File: src/rtl/obj_scan_sched.sv
// Per-scanline object scheduler: scans one object-RAM bank for sprites that hit the next
// line and queues draw descriptors, while sharing the RAM port with the Z80 (Z80 first).
module obj_scan_sched #(
    parameter int NUM_OBJ      = 32,
    parameter int FIFO_DEPTH   = 4,
    parameter int MAX_PER_LINE = 16
) (
    input  logic       clkm_48MHZ,
    input  logic       reset,
    input  logic       line_start,
    input  logic [7:0] vpos,
    input  logic       objex,
    input  logic       obj_enable,
    input  logic       cpu_req,
    input  logic       cpu_we,
    input  logic [7:0] cpu_addr,
    input  logic [7:0] cpu_din,
    output logic [7:0] cpu_dout,
    output logic       cpu_ack,
    output logic [7:0] ram_addr,
    output logic       ram_we,
    output logic [7:0] ram_wdata,
    input  logic [7:0] ram_rdata,
    output logic       desc_valid,
    input  logic       desc_ready,
    output logic [7:0] desc_code,
    output logic [7:0] desc_x,
    output logic [3:0] desc_row,
    output logic [7:0] desc_attr,
    output logic       sel_buf,
    output logic       clr_req,
    output logic       busy,
    output logic       ovf
);
    localparam int IDX_W = $clog2(NUM_OBJ);
    localparam int PTR_W = $clog2(FIFO_DEPTH);
    localparam int HIT_W = $clog2(MAX_PER_LINE + 1);

    typedef struct packed {
        logic [7:0] code;
        logic [7:0] x;
        logic [3:0] row;
        logic [7:0] attr;
    } desc_t;

    typedef enum logic [2:0] {IDLE, S_Y, S_CHK, S_X, S_C, S_A, S_W, S_PUSH} state_t;

    state_t           state;
    logic [IDX_W-1:0] idx;
    logic [HIT_W-1:0] hit_cnt;
    logic [7:0]       vpos_l;
    logic             bank_l;
    logic [3:0]       row;
    logic [7:0]       cur_x, cur_code, cur_attr;

    logic             grant, grant_q, ack_rd_q;
    logic [1:0]       scan_off;
    logic             scan_drv;
    logic [7:0]       d;
    logic             adv_last;

    desc_t            fifo_mem [FIFO_DEPTH];
    logic [PTR_W:0]   wr_ptr, rd_ptr;
    logic             full, empty, push, pop;
    desc_t            head;

    // The Z80 wins any cycle unless it was granted the cycle before; reset drops the grant.
    assign grant = cpu_req && !grant_q && !reset;

    always_ff @(posedge clkm_48MHZ) begin
        if (reset) begin
            grant_q  <= 1'b0;
            ack_rd_q <= 1'b0;
        end else begin
            grant_q  <= grant;
            ack_rd_q <= grant && !cpu_we;
        end
    end

    assign cpu_ack  = grant_q;
    assign cpu_dout = (grant_q && ack_rd_q) ? ram_rdata : 8'h00;

    always_comb begin
        scan_off  = 2'd0;
        scan_drv  = 1'b0;
        case (state)
            S_Y:     begin scan_drv = 1'b1; scan_off = 2'd0; end
            S_X:     begin scan_drv = 1'b1; scan_off = 2'd1; end
            S_C:     begin scan_drv = 1'b1; scan_off = 2'd2; end
            S_A:     begin scan_drv = 1'b1; scan_off = 2'd3; end
            default: ;
        endcase
        ram_addr  = 8'h00;
        ram_we    = 1'b0;
        ram_wdata = 8'h00;
        if (grant) begin
            ram_addr  = cpu_addr;
            ram_we    = cpu_we;
            ram_wdata = cpu_din;
        end else if (scan_drv) begin
            ram_addr  = 8'({bank_l, idx, scan_off});
        end
    end

    // Sprite is on line vpos+1 when Y + vpos + 1 lands in 0xF0..0xFF.
    assign d        = ram_rdata + vpos_l + 8'd1;
    assign adv_last = (idx == IDX_W'(NUM_OBJ - 1)) || !obj_enable;

    assign empty = (wr_ptr == rd_ptr);
    assign full  = (wr_ptr[PTR_W] != rd_ptr[PTR_W]) &&
                   (wr_ptr[PTR_W-1:0] == rd_ptr[PTR_W-1:0]);
    assign push  = (state == S_PUSH) && !full && !line_start;
    assign pop   = !empty && desc_ready && !line_start;
    assign head  = fifo_mem[rd_ptr[PTR_W-1:0]];

    assign desc_valid = !empty;
    assign desc_code  = empty ? 8'h00 : head.code;
    assign desc_x     = empty ? 8'h00 : head.x;
    assign desc_row   = empty ? 4'h0  : head.row;
    assign desc_attr  = empty ? 8'h00 : head.attr;
    assign busy       = (state != IDLE);

    always_ff @(posedge clkm_48MHZ) begin
        if (push) fifo_mem[wr_ptr[PTR_W-1:0]] <= '{code: cur_code, x: cur_x, row: row, attr: cur_attr};
    end

    always_ff @(posedge clkm_48MHZ) begin
        if (reset) begin
            state    <= IDLE;
            idx      <= '0;
            hit_cnt  <= '0;
            vpos_l   <= 8'h00;
            bank_l   <= 1'b0;
            row      <= 4'h0;
            cur_x    <= 8'h00;
            cur_code <= 8'h00;
            cur_attr <= 8'h00;
            sel_buf  <= 1'b0;
            clr_req  <= 1'b0;
            ovf      <= 1'b0;
            wr_ptr   <= '0;
            rd_ptr   <= '0;
        end else begin
            clr_req <= 1'b0;
            if (line_start) begin
                sel_buf <= ~sel_buf;
                clr_req <= 1'b1;
                wr_ptr  <= '0;
                rd_ptr  <= '0;
                ovf     <= 1'b0;
                hit_cnt <= '0;
                vpos_l  <= vpos;
                bank_l  <= objex;
                idx     <= '0;
                state   <= obj_enable ? S_Y : IDLE;
            end else begin
                if (pop)  rd_ptr <= rd_ptr + 1'b1;
                if (push) wr_ptr <= wr_ptr + 1'b1;
                // Data-capture states skip the capture when the previous cycle was a Z80
                // grant: the RAM data then belongs to the Z80, and the address is re-issued.
                case (state)
                    S_Y: if (!grant) state <= S_CHK;
                    S_CHK: begin
                        if (d[7:4] == 4'hF) begin
                            row   <= d[3:0];
                            state <= S_X;
                        end else if (adv_last) begin
                            state <= IDLE;
                        end else begin
                            idx   <= idx + IDX_W'(1);
                            state <= S_Y;
                        end
                    end
                    S_X: if (!grant) state <= S_C;
                    S_C: begin
                        if (!grant_q) cur_x <= ram_rdata;
                        if (!grant) state <= S_A;
                    end
                    S_A: begin
                        if (!grant_q) cur_code <= ram_rdata;
                        if (!grant) state <= S_W;
                    end
                    S_W: begin
                        cur_attr <= ram_rdata;
                        if (ram_rdata[1]) row <= ~row;
                        state <= S_PUSH;
                    end
                    S_PUSH: begin
                        if (!full) begin
                            hit_cnt <= hit_cnt + HIT_W'(1);
                            if (hit_cnt == HIT_W'(MAX_PER_LINE - 1)) begin
                                ovf   <= 1'b1;
                                state <= IDLE;
                            end else if (adv_last) begin
                                state <= IDLE;
                            end else begin
                                idx   <= idx + IDX_W'(1);
                                state <= S_Y;
                            end
                        end
                    end
                    default: state <= IDLE;
                endcase
            end
        end
    end
endmodule

File: config.mk
export PLATFORM = sky130hd
export DESIGN_NAME = obj_scan_sched
export DESIGN_NICKNAME = d
export VERILOG_FILES = /design/src/rtl/obj_scan_sched.sv
export SDC_FILE = /design/constraint.sdc
export NUM_CORES = 1
export LEC_CHECK = 0
export CORE_MARGIN = 2
export CORE_UTILIZATION = 45
export CTS_CLUSTER_DIAMETER = 100
export DETAILED_ROUTE_END_ITERATION = 6
export DONT_BUFFER_PORTS = 1
export GPL_ROUTABILITY_DRIVEN = 0
export HOLD_SLACK_MARGIN = 0.05
export SYNTH_ARGS = -nofsm -noshare
export SYNTH_HDL_FRONTEND = slang
export SYNTH_SLANG_ARGS = --single-unit
export TNS_END_PERCENT = 30
File: constraint.sdc
create_clock -name clkm_48MHZ -period 4.9 [get_ports clkm_48MHZ]
set_input_delay 0.98 -clock clkm_48MHZ [delete_from_list [all_inputs] [get_ports clkm_48MHZ]]
set_output_delay 0.98 -clock clkm_48MHZ [all_outputs]
set_load 0.05 [all_outputs]
==> results of run 1 <==
[per-layer routing]
metal	share of wire (%)	up-vias	routed length (um)	track usage, %
met5	0	-	0	0
met4	0.94	0	148	6.26
met3	5.8	9	915	4.15
met2	50	143	7770	31.0
met1	44	2144	6850	23.5
li1	-	2037	-	-
[tightest hold or removal path, cell delays in order (launching register included)]
cell and delay (ns):
dfxtp_1 0.33, nand2_1 0.06, mux2i_1 0.06
[synth_stat cells (3+ instances only)]
library cell | n | area, um^2
a31oi_1 | 6 | 37.5
ha_1 | 16 | 200
nor2_1 | 52 | 195
nand3b_1 | 3 | 22.5
buf_2 | 7 | 35.0
or3_1 | 3 | 18.8
a21oi_1 | 22 | 110
o22ai_1 | 3 | 18.8
a22o_1 | 6 | 52.6
nor3_1 | 4 | 20.0
xor2_1 | 9 | 78.8
mux4_2 | 28 | 631
mux2i_1 | 33 | 330
nand3_1 | 6 | 30.0
xnor2_1 | 8 | 70.1
dfxtp_1 | 63 | 1260
edfxtp_1 | 112 | 3360
clkbuf_1 | 21 | 78.8
nor2b_1 | 3 | 18.8
nand2_1 | 34 | 128
o21ai_0 | 16 | 80.1
nand2b_1 | 3 | 18.8
nand4_1 | 4 | 25.0
and2_1 | 38 | 238
o21a_1 | 3 | 22.5
and3_1 | 15 | 93.8
inv_1 | 11 | 41.3
[cells by family (layout without fill, tap and decap cells)]
kind of cell / after synthesis / in the layout / share of synthesized area [%]
DFF: 175 / 175 / 61.7
adders and majority gates: 17 / 17 / 2.94
AOI/OAI and AO/OA: 74 / 74 / 6.62
xor gates and xnor gates: 18 / 18 / 2.20
muxes: 61 / 61 / 12.8
and+or+nand+nor: 171 / 171 / 11.6
buffers and inverters: 42 / 46 / 2.22
[power groups by stage]
stage	clock [mW]	sequential [mW]	combinational [mW]
4_1_cts	1.43	1.58	0.109
6_report	1.40	1.58	0.110
3_5_place_dp	0	1.61	0.109
3_3_place_gp	0	1.61	0.108
5_1_grt	1.49	1.58	0.119
2_1_floorplan	0	1.60	0.105
[metrics by stage]
step                setup slack (ns)  area [um^2]  std cells  utilization (%)
finish                          1.03         8310        782             50.5
global route                   0.838         8310        782             50.5
CTS                             1.02         8310        782             50.5
detailed placement              1.35         7680        750             46.7
global placement                1.41         7680        750             46.7
floorplan                       1.23         7500        558                -
[layout make-up]
cell class | instances | area, um^2
Multi-Input combinational cell | 341 | 2720
Tap cell | 220 | 275
Inverter | 12 | 45.0
Clock inverter | 8 | 97.6
Sequential cell | 175 | 4630
Clock buffer | 24 | 534
Fill cell | 1436 | 8150
Timing Repair Buffer | 2 | 15.0
[flip-flops by register name (all words and copies together) (netlist names), named ones only]
name      count
clr_req       1
fifo_mem    112
rd_ptr        3
cpu_ack       1
wr_ptr        3
row           4
ack_rd_q      1
cur_attr      8
vpos_l        8
cur_code      8
ovf           1
idx           5
hit_cnt       5
bank_l        1
cur_x         8
state         3
sel_buf       1
[final timing paths]
path                  start  slack [ns]               to
setup / recovery    cpu_ack        1.03      ram_addr[6]
hold / removal       idx[4]        0.49           idx[4]
setup reg to reg  wr_ptr[0]        2.00  fifo_mem[3][23]
hold reg to reg      idx[4]        0.49           idx[4]
==> flow_metrics.py, run 1 <==
metrics = {
    "worst_setup_path": {
        "worst_setup_path_start_kind": "register",
        "cp_cell_sequence": "or3b_2 > inv_1 > a21oi_1 > a22o_1",
        "cp_num_cells": 4,
        "cp_num_buf_inv": 1,
        "crit_path_top_delay_cell": "dfxtp_1",
        "required_ns": 3.92,
        "critical_path_class": "register to primary output",
        "worstPathArrival_ns": 2.89,
        "crit_fanout": 24,
        "slowest_delay_ns": 0.90,
        "critPathTopFamily": "compound AO/OA/AOI/OAI gates",
        "r2r_cells": 4,
        "endpoint_kind": "primary output",
    },
    "clock_network": {
        "cts_sinks": 175,
        "clock-root-buffer": "clkbuf_16",
        "cts_buffer_depth": 2,
        "cts.clk_slew.worst_paths_ns": 0.06,
        "cts_tree": "yes",
        "h-tree-depth": 4,
        "cts_hold_buf": 0,
        "cts_resized": 0,
        "clk_latency_ns": 0.42,
        "cts_setup_buffers": 0,
        "cts_inserted_buffers": 17,
    },
    "flow_run": {
        "cap_violations": 0,
    },
    "synthesis": {
        "synth.net_count": 615,
        "synth_edf_count": 112,
        "syn_avg_cell_area_um2": 13.4,
        "ys_ff_latch": 175,
        "synth_flop_cell": "edfxtp_1",
        "synth_cells": 558,
        "ys_seq_area_share_pct": 61.7,
        "yosysUniqueCellTypes": 50,
        "yosysWarnings": 0,
        "netlist_area_mm2": 0.00750,
        "async_reset_ff_share_pct": 0,
    },
    "pwr": {
        "switching_share_pct": 20.3,
        "pwr_density_cell_mw_per_mm2": 372,
        "peakVddDrop_mv": 0.237,
        "power_frac_seq_pct": 51.1,
        "pwr-share-clk_pct": 45.4,
        "comb_power_share_pct": 3.6,
        "p_int_mw": 2.46,
        "switching_power_mw": 0.627,
        "leakagePower_nw": 2.84,
        "finalPower_mw": 3.09,
    },
    "floorplanning": {
        "die_x_um": 133,
        "die-height_um": 133,
        "ios": 99,
        "core_mm2": 0.0165,
        "start_util_pct": 45.6,
        "die-area_mm2": 0.0177,
        "rows": 47,
    },
    "global_route": {
        "grt_pass1_wl_mm": 24.4,
        "grt_max_degree": 49,
        "grt_pass1_vias": 4318,
        "grt_overflow_total": 0,
        "grt_usage_pct": 18.4,
        "antenna_found_initial": 0,
    },
    "sta": {
        "hold_ws_ns": 0.494,
        "drv_slew": 0,
        "fmax_mhz": 259,
        "fin_crit_sh_pct": 78.9,
        "clock_skew_ns": 0.00581,
        "min_period_ns": 3.87,
        "worst-slew-pin-transition_ns": 0.994,
        "setup_tns_ns": 0,
        "max_slew_margin_pct": 33.6,
        "hold_viol": 0,
        "rsz0062_at_grt": "no",
        "setup_violations": 0,
    },
    "layout": {
        "num-nets-final": 606,
        "syn_to_final_growth_pct": 10.8,
        "drive_gt1_share_pct": 14.1,
        "mostFrequentLayoutCells": "edfxtp_1, dfxtp_1, nor2_1",
        "n_antenna_cell": 0,
        "layout_commonest_cell": "edfxtp_1",
    },
    "status": {
        "status": "complete, no violations",
    },
    "drt": {
        "drt-pass1-iter-count": 4,
        "route.detailed.wl_per_inst_um": 20.1,
        "wl_mm": 15.7,
        "dr_total_vias": 4333,
        "drt_iter0_drc": 347,
        "ant_nets": 0,
        "drcViolationCount": 0,
        "viasPerCell": 5.54,
    },
    "worst_hold_path": {
        "min_delay_path_depth": 2,
        "hp-class": "register to register",
    },
    "placement": {
        "place_hpwl_mm": 10.1,
        "io_buffers": 0,
    },
}
No activity file was read; power rests on OpenSTA's default activity.
==> run 2, diff against run 1 <==
==> constraint.sdc (replaced) <==
create_clock -name clkm_48MHZ -period 3.14 [get_ports clkm_48MHZ]
set_input_delay 0.628 -clock clkm_48MHZ [delete_from_list [all_inputs] [get_ports clkm_48MHZ]]
set_output_delay 0.628 -clock clkm_48MHZ [all_outputs]
set_load 0.05 [all_outputs]
==> flow_metrics.py, run 2 (synthesis gave the netlist of run 1 again) <==
metrics = {
    "placement": {
        "post-place-ws_ns": 0.339,
        "dp.cells": 805,
        "dpl_cell_area_mm2": 0.00818,
        "io_buffers": 0,
        "place_hpwl_mm": 10.4,
    },
    "sta": {
        "hold_viol": 0,
        "min_period_ns": 2.78,
        "setup_tns_ns": 0,
        "max_slew_margin_pct": 43.7,
        "clock_skew_ns": 0.00863,
        "fin_ws_ns": 0.360,
        "rsz0062_at_grt": "no",
        "setup_violations": 0,
        "fin_crit_sh_pct": 88.5,
        "drv_slew": 0,
        "fmax_mhz": 360,
        "worst-slew-pin-transition_ns": 0.839,
        "hold_ws_ns": 0.264,
    },
    "global_route": {
        "grt_pass1_wl_mm": 25.5,
        "grt_overflow_total": 0,
        "grt_max_degree": 49,
        "grt_usage_pct": 19.1,
        "grt_pass1_vias": 4687,
        "antenna_found_initial": 0,
    },
    "pwr": {
        "finalPower_mw": 4.68,
        "pwr_density_cell_mw_per_mm2": 536,
        "peakVddDrop_mv": 0.352,
        "leakagePower_nw": 3.11,
    },
    "layout": {
        "n_antenna_cell": 0,
        "largest_reg_flops": 112,
        "mostFrequentLayoutCells": "edfxtp_1, dfxtp_1, nor2_1",
        "utilization_pct": 53.1,
        "layout_commonest_cell": "edfxtp_1",
        "fin_area_mm2": 0.00875,
        "syn_to_final_growth_pct": 16.6,
        "drive_gt1_share_pct": 20.3,
        "num-nets-final": 661,
        "instances_no_fill": 837,
    },
    "worst_setup_path": {
        "critical_path_class": "register to primary output",
        "required_ns": 2.51,
        "crit_fanout": 15,
        "worstPathArrival_ns": 2.15,
        "rr_startpoint": "vpos_l[0]",
        "slowest_delay_ns": 0.52,
        "worst_setup_path_start_kind": "register",
        "endpoint_kind": "primary output",
        "cp_cell_sequence": "or3b_2 > inv_1 > a21oi_1 > a22o_1 > buf_12",
        "startpoint": "cpu_ack",
        "crit_path_top_delay_cell": "or3b_2",
    },
    "drt": {
        "drt_iter0_drc": 260,
        "viasPerCell": 5.43,
        "dr_total_vias": 4548,
        "route.detailed.wl_per_inst_um": 19.0,
        "drt-pass1-iter-count": 4,
        "wl_mm": 15.9,
        "ant_nets": 0,
        "drcViolationCount": 0,
    },
    "floorplanning": {
        "start_util_pct": 45.6,
        "die-height_um": 133,
        "ios": 99,
        "die_x_um": 133,
        "core_mm2": 0.0165,
        "die-area_mm2": 0.0177,
        "rows": 47,
    },
    "clock_network": {
        "cts_tree": "yes",
        "cts_sinks": 175,
        "clk_latency_ns": 0.43,
        "cts_hold_buf": 0,
        "cts_buffer_depth": 2,
        "cts_resized": 0,
        "cts_setup_buffers": 0,
        "cts_inserted_buffers": 17,
        "clock-root-buffer": "clkbuf_16",
        "cts.clk_slew.worst_paths_ns": 0.06,
        "h-tree-depth": 4,
    },
    "worst_hold_path": {
        "hp-class": "primary input to register",
        "min_from": "reset",
    },
    "flow_run": {
        "cap_violations": 0,
    },
    "status": {
        "status": "complete, no violations",
    },
}
[run 2: changes by cell type in the layout (fill, tap and decap cells not counted), sizes merged]
cell	change
buf	+55
inv	+1
bufinv	-1
clkinvlp	+3
clkinv	-3
[run 2: routing by layer]
metal / track usage (%) / wire length (um) / vias to the layer above
met2: 30.9 / 7520 / 147
li1: - / - / 2155
met4: 8.16 / 433 / 0
met1: 24.1 / 6980 / 2219
met5: 0 / 0 / -
met3: 5.40 / 951 / 27
[run 2: cell type report]
cell class	count	area (um^2)
Inverter	12	45.0
Timing Repair Buffer	57	515
Tap cell	220	275
Sequential cell	175	4630
Fill cell	1426	7720
Clock inverter	8	78.8
Multi-Input combinational cell	341	2720
Clock buffer	24	493
[run 2: where the power goes]
group	internal (mW)	switching, mW	leakage (nW)
logic	0.0795	0.122	1.36
clock network	1.18	0.846	0.270
registers	2.43	0.0216	1.49
total	3.70	0.989	3.11
[run 2: path summary, 6_finish.rpt]
check           endpoint  slack, ns  cells past startpoint
max          ram_addr[5]       0.36                      5
min               row[3]       0.26                      1
max reg2reg       row[1]       0.69                      9
min reg2reg   hit_cnt[4]       0.49                      2
[run 2: worst max-delay path, delay by kind of cell, from the launching register on]
kind	cells	cell delay [ns]
compound gates	2	0.44
buf+inv	2	0.47
flops	1	0.30
simple gates	1	0.52
